File: src/rtl/ucode_ifetch_if.sv
// Program-ROM read bus between the ucode fetch sequencer (master) and program memory (slave).
// rom_rd/rom_addr form the request; rom_valid strobes rom_data back.
interface ucode_ifetch_if #(
  parameter int ADDR_W = 8
);
  logic [ADDR_W-1:0] rom_addr;
  logic              rom_rd;
  logic [7:0]        rom_data;
  logic              rom_valid;

  modport master (
    output rom_addr,
    output rom_rd,
    input  rom_data,
    input  rom_valid
  );

  modport slave (
    input  rom_addr,
    input  rom_rd,
    output rom_data,
    output rom_valid
  );
endinterface

File: src/rtl/ucode_ifetch.sv
// Ucode instruction fetch sequencer: fetches opcode (+ optional operand) from ROM, holds it for
// execution, then advances or jumps the PC. Define IFETCH_HALT_EN to make opcode 8'hFF halt fetch.
module ucode_ifetch #(
  parameter int                ADDR_W       = 8,
  parameter logic [ADDR_W-1:0] RESET_VECTOR = '0
) (
  input  logic              clk,
  input  logic              rst_n,
  ucode_ifetch_if.master    rom,
  output logic [7:0]        opcode,
  output logic              opcode_valid,
  output logic [7:0]        operand,
  output logic              operand_valid,
  input  logic              needs_operand,
  input  logic              jump_operation,
  input  logic              jump_condition,
  input  logic              exec_done,
  output logic [ADDR_W-1:0] pc,
  output logic              halted
);

  typedef enum logic [2:0] {
    FETCH_OP,
    WAIT_OP,
    DECODE,
    FETCH_ARG,
    WAIT_ARG,
    EXECUTE
`ifdef IFETCH_HALT_EN
    , HALT
`endif
  } state_t;

  state_t            state_reg, state_next;
  logic [ADDR_W-1:0] pc_reg, pc_next;
  logic [ADDR_W-1:0] rom_addr_reg, rom_addr_next;
  logic              rom_rd_reg, rom_rd_next;
  logic [7:0]        opcode_reg, opcode_next;
  logic [7:0]        operand_reg, operand_next;
  logic              opcode_valid_reg, opcode_valid_next;
  logic              operand_valid_reg, operand_valid_next;

  always_ff @(posedge clk or negedge rst_n) begin
    if (!rst_n) begin
      state_reg         <= FETCH_OP;
      pc_reg            <= RESET_VECTOR;
      rom_addr_reg      <= RESET_VECTOR;
      rom_rd_reg        <= 1'b0;
      opcode_reg        <= 8'h00;
      operand_reg       <= 8'h00;
      opcode_valid_reg  <= 1'b0;
      operand_valid_reg <= 1'b0;
    end else begin
      state_reg         <= state_next;
      pc_reg            <= pc_next;
      rom_addr_reg      <= rom_addr_next;
      rom_rd_reg        <= rom_rd_next;
      opcode_reg        <= opcode_next;
      operand_reg       <= operand_next;
      opcode_valid_reg  <= opcode_valid_next;
      operand_valid_reg <= operand_valid_next;
    end
  end

  always_comb begin
    state_next         = state_reg;
    pc_next            = pc_reg;
    rom_addr_next      = rom_addr_reg;
    rom_rd_next        = rom_rd_reg;
    opcode_next        = opcode_reg;
    operand_next       = operand_reg;
    opcode_valid_next  = opcode_valid_reg;
    operand_valid_next = operand_valid_reg;

    case (state_reg)
      FETCH_OP: begin
        rom_addr_next      = pc_reg;
        rom_rd_next        = 1'b1;
        opcode_valid_next  = 1'b0;
        operand_valid_next = 1'b0;
        state_next         = WAIT_OP;
      end
      // rom_valid is only honoured in the wait states, so strays elsewhere are dropped.
      WAIT_OP: begin
        if (rom.rom_valid) begin
          opcode_next       = rom.rom_data;
          opcode_valid_next = 1'b1;
          rom_rd_next       = 1'b0;
          state_next        = DECODE;
        end
      end
      DECODE: begin
`ifdef IFETCH_HALT_EN
        if (opcode_reg == 8'hFF) begin
          state_next = HALT;
        end else
`endif
        if (needs_operand) begin
          state_next = FETCH_ARG;
        end else begin
          state_next = EXECUTE;
        end
      end
      FETCH_ARG: begin
        rom_addr_next = pc_reg + ADDR_W'(1);
        rom_rd_next   = 1'b1;
        state_next    = WAIT_ARG;
      end
      WAIT_ARG: begin
        if (rom.rom_valid) begin
          operand_next       = rom.rom_data;
          operand_valid_next = 1'b1;
          rom_rd_next        = 1'b0;
          state_next         = EXECUTE;
        end
      end
      // A jump without a fetched operand deliberately reuses the stale operand register.
      EXECUTE: begin
        if (exec_done) begin
          if (jump_operation && jump_condition) begin
            pc_next = ADDR_W'(operand_reg);
          end else begin
            pc_next = pc_reg + ADDR_W'(1) + ADDR_W'(operand_valid_reg);
          end
          state_next = FETCH_OP;
        end
      end
`ifdef IFETCH_HALT_EN
      HALT: begin
        state_next = HALT;
      end
`endif
      default: begin
        state_next = FETCH_OP;
      end
    endcase
  end

  assign rom.rom_addr  = rom_addr_reg;
  assign rom.rom_rd    = rom_rd_reg;
  assign opcode        = opcode_reg;
  assign opcode_valid  = opcode_valid_reg;
  assign operand       = operand_reg;
  assign operand_valid = operand_valid_reg;
  assign pc            = pc_reg;

`ifdef IFETCH_HALT_EN
  assign halted = (state_reg == HALT);
`else
  assign halted = 1'b0;
`endif

endmodule

File: src/flat_wrapper.sv
// flat-port wrapper written by rule: the top's interface ports become plain ports
module ucode_ifetch_flat 
#(
  parameter int                ADDR_W       = 8,
  parameter logic [ADDR_W-1:0] RESET_VECTOR = '0
)
  (clk, rst_n, opcode, opcode_valid, operand, operand_valid, needs_operand, jump_operation, jump_condition, exec_done, pc, halted, rom_rom_addr, rom_rom_rd, rom_rom_data, rom_rom_valid);
  ucode_ifetch_if #(.ADDR_W(ADDR_W)) rom_i ();
  input  logic clk;
  input  logic rst_n;
  output logic [7:0] opcode;
  output logic opcode_valid;
  output logic [7:0] operand;
  output logic operand_valid;
  input  logic needs_operand;
  input  logic jump_operation;
  input  logic jump_condition;
  input  logic exec_done;
  output logic [ADDR_W-1:0] pc;
  output logic halted;
  output wire logic [$bits(rom_i.rom_addr)-1:0] rom_rom_addr;
  output wire logic [$bits(rom_i.rom_rd)-1:0] rom_rom_rd;
  input wire logic [$bits(rom_i.rom_data)-1:0] rom_rom_data;
  input wire logic [$bits(rom_i.rom_valid)-1:0] rom_rom_valid;
  assign rom_rom_addr = rom_i.rom_addr;
  assign rom_rom_rd = rom_i.rom_rd;
  assign rom_i.rom_data = rom_rom_data;
  assign rom_i.rom_valid = rom_rom_valid;
  ucode_ifetch #(.ADDR_W(ADDR_W), .RESET_VECTOR(RESET_VECTOR)) u_core (.clk(clk), .rst_n(rst_n), .rom(rom_i), .opcode(opcode), .opcode_valid(opcode_valid), .operand(operand), .operand_valid(operand_valid), .needs_operand(needs_operand), .jump_operation(jump_operation), .jump_condition(jump_condition), .exec_done(exec_done), .pc(pc), .halted(halted));
endmodule
File: config.mk
export PLATFORM = sky130hd
export DESIGN_NAME = ucode_ifetch_flat
export DESIGN_NICKNAME = d
export VERILOG_FILES = /design/src/rtl/ucode_ifetch_if.sv /design/src/rtl/ucode_ifetch.sv /design/src/flat_wrapper.sv
export SDC_FILE = /design/constraint.sdc
export NUM_CORES = 1
export LEC_CHECK = 0
export ABC_AREA = 0
export ABC_CLOCK_PERIOD_IN_PS = 2400
export CORE_UTILIZATION = 50
export DETAILED_ROUTE_END_ITERATION = 7
export PLACE_DENSITY = 0.8
export SYNTH_ARGS = -nofsm -noshare
export SYNTH_HDL_FRONTEND = slang
export SYNTH_SLANG_ARGS = --single-unit
File: constraint.sdc
create_clock -name clk -period 2.4 [get_ports clk]
set_input_delay 0.48 -clock clk [delete_from_list [all_inputs] [get_ports clk]]
set_output_delay 0.48 -clock clk [all_outputs]
set_load 0.005 [all_outputs]
==> flow_metrics.py <==
metrics = {
    "synthesis": {
        "yosys-top-cells-count": "38 x dfrtp_1, 23 x nand2_1, 18 x a21oi_1, 18 x o21ai_0, 16 x mux2_2",
        "ys.warnings.count": 0,
        "synth-edff-count": 0,
        "postSynthCellCount": 219,
        "async_reset_ff_share_pct": 100,
        "synth-main-ff-cell": "dfrtp_1",
        "yosysTopAreaCell": "dfrtp_1",
        "synth_fp_nets": 237,
        "synth-seq-cells": 38,
        "synthTopCellsByArea": "dfrtp_1 44%, mux2_2 8.3%, a21oi_1 4.2%, o21ai_0 4.2%, nand2_1 4.0%",
        "synth-seq-area-share_pct": 43.9,
        "ys_types": 50,
        "synthesis.area_um2": 2170,
        "yosys.area.top_type_share_pct": 43.9,
        "postSynthAreaPerCell_um2": 9.89,
        "synth.most_common_cell": "dfrtp_1",
    },
    "place": {
        "place_ws_ps": 186,
        "dp_hpwl_um": 3340,
        "gp_congestion": 0.858,
        "portBuffers": 49,
    },
    "run": {
        "maxCapViolCount": 0,
    },
    "layout": {
        "multi_input_area_um2": 1080,
        "final_util_pct": 67.0,
        "drive_gt1_share_pct": 17.5,
        "n_fill_cell": 343,
        "final_nets": 285,
        "ff_latch_area_um2": 951,
        "diodes": 0,
        "syn_to_final_growth_pct": 26.5,
    },
    "critical_path": {
        "cp_data_arrival_time_ps": 1530,
        "path_buf_inv": 1,
        "cp_slowest_cell": "dfrtp_1",
        "reg2reg_slack_ps": 400,
        "max_stage_delay_ps": 640,
        "cp_max_fo": 14,
        "end_kind": "output port",
        "crit_family": "flip-flops",
        "critPathRequiredTime_ps": 1920,
        "critPathLaunchType": "flip-flop",
        "path_cells": "clkdlybuf4s50_1",
        "worstSetupPathType": "reg -> out",
    },
    "power": {
        "p_seq_share_pct": 36.0,
        "comb_power_share_pct": 51.9,
        "vdd_drop_max_v": 0.000790,
        "p_int_mw": 2.29,
        "power.density_nw_per_um2": 1360,
        "clkPwrFrac_pct": 12.2,
        "swShare_pct": 38.6,
        "p_switching_mw": 1.44,
        "leakage_nw": 1.12,
    },
    "clock_tree": {
        "cts.path.max_buffers": 2,
        "path_clk_slew_ps": 70,
        "clkLatencyLatePin_ps": 290,
        "cts-resized-gates": 0,
        "cts_tree": "yes",
        "cts_root_buffer": "clkbuf_8",
        "cts_num_sinks": 38,
        "cts_hold_buf": 0,
        "post_cts_buffers": 0,
        "cts_max_level": 2,
        "cts_buffers": 5,
    },
    "die": {
        "die_area_um2": 4600,
        "die_w_um": 67.8,
        "num_rows": 23,
        "die_h_um": 67.8,
        "top_level_ports": 51,
        "core-area_um2": 4090,
        "initial_core_util_pct": 53.0,
    },
    "global_routing": {
        "gr-max-usage-layer": "met1",
        "grtUsageMet1_pct": 33.2,
        "grt_max_degree": 39,
        "grt_first_pass_wirelength_um": 7730,
        "met2_usage_pct": 32.9,
        "use_met3_pct": 5.17,
        "antenna_found_initial": 0,
        "gr-total-overflow": 0,
        "grt_pass1_vias": 1551,
        "grt.total_usage_pct": 23.0,
    },
    "timing": {
        "setup_viol": 0,
        "finalWorstSetupSlack_ps": 389,
        "worst_pin_slew_ps": 834,
        "holdWs_ps": 278,
        "fin_crit_ps": 2010,
        "hold_viol": 0,
        "slew_headroom_pct": 44.4,
        "finalSetupTns_ps": 0,
        "clock_skew_ps": 5.42,
        "finalMaxSlewViolations": 0,
        "fmax_ghz": 0.497,
        "final.period_utilization_pct": 83.8,
        "rsz0062_at_grt": "false",
    },
    "routing": {
        "drc": 0,
        "ant_nets": 0,
        "vias": 1770,
        "via_per_inst": 5.57,
        "routed_wl_um": 4710,
        "drt_first_pass_iters": 4,
        "post_drt_wl_per_cell_um": 14.8,
        "drt_iter0_drc": 188,
    },
    "run_status": {
        "outcome": "finished, final reports clean",
    },
    "worst_hold_path": {
        "min-delay-path-class": "in -> async",
    },
}
## cells in the final DEF (no fill, tap or decap), drive strengths merged, types with 5 or more instances in the layout
cell / instances
a21oi: 19
a22oi: 5
buf: 7
clkbuf: 7
clkdlybuf4s50: 48
dfrtp: 38
inv: 7
mux2: 16
nand2: 24
nand3: 5
nor2: 17
o21ai: 18
o22ai: 5
xnor2: 6
## worst reg2reg max path, cell delays in order (launching register included)
cell       delay [ps]
dfrtp_1           420
ha_1              350
ha_1              280
a21o_2            210
a22o_1            170
a21oi_1           190
a21oi_1           100
a2bb2oi_1         140
## worst paths after layout
check                                       start                      to  cells after the start
setup / recovery                     u_core.pc[3]                   pc[3]                      1
hold / removal                              rst_n  u_core.rom.rom_addr[3]                      1
setup reg to reg                     u_core.pc[0]            u_core.pc[4]                      7
hold reg to reg            u_core.rom.rom_addr[4]  u_core.rom.rom_addr[4]                      2
max in group asynchronous                   rst_n       u_core.operand[2]                      1
min in group clk           u_core.rom.rom_addr[4]  u_core.rom.rom_addr[4]                      2
## area by class of cell
type / count / share of cell area [%]
repair buffers: 55 / 19.4
multi-input cells: 160 / 39.3
flip-flops and latches: 38 / 34.7
inverters: 7 / 0.959
well taps: 50 / 2.28
clock buffers: 7 / 3.15
clock inverters: 1 / 0.183
## power groups by stage
stage          combinational, mW  sequential [mW]  clock (mW)
2_1_floorplan               1.26             1.22           0
3_3_place_gp                1.90             1.34           0
3_5_place_dp                1.94             1.35           0
4_1_cts                     1.95             1.34       0.464
5_1_grt                     2.14             1.40       0.490
6_report                    1.94             1.34       0.454
## metal layers
layer  routed length, µm  up-vias  part of all wire [%]
met4                  87        0                   1.8
met3                 193        8                   4.1
met2                2220       44                    47
li1                    -      874                     -
met1                2210      844                    47
met5                   0        -                     0
## stage by stage
step	cells	instance area (µm²)	power (mW)
2_1_floorplan	219	2170	2.48
3_3_place_gp	310	2650	3.24
3_5_place_dp	310	2650	3.28
4_1_cts	318	2740	3.76
5_1_grt	318	2740	4.03
6_report	318	2740	3.74
## kinds of logic (layout without fill, tap and decap cells)
kind of cell | after synthesis | in the layout | synth area share, %
AOI/OAI and AO/OA | 60 | 60 | 17.2
adders and majority gates | 4 | 4 | 2.20
buffers and inverters | 21 | 70 | 6.35
other | 1 | 1 | 0.173
and+or+nand+nor | 70 | 70 | 18.1
xor gates and xnor gates | 8 | 8 | 3.24
muxes | 17 | 17 | 8.78
DFF | 38 | 38 | 43.9
Note: power is estimated with default switching activity, not from simulation.
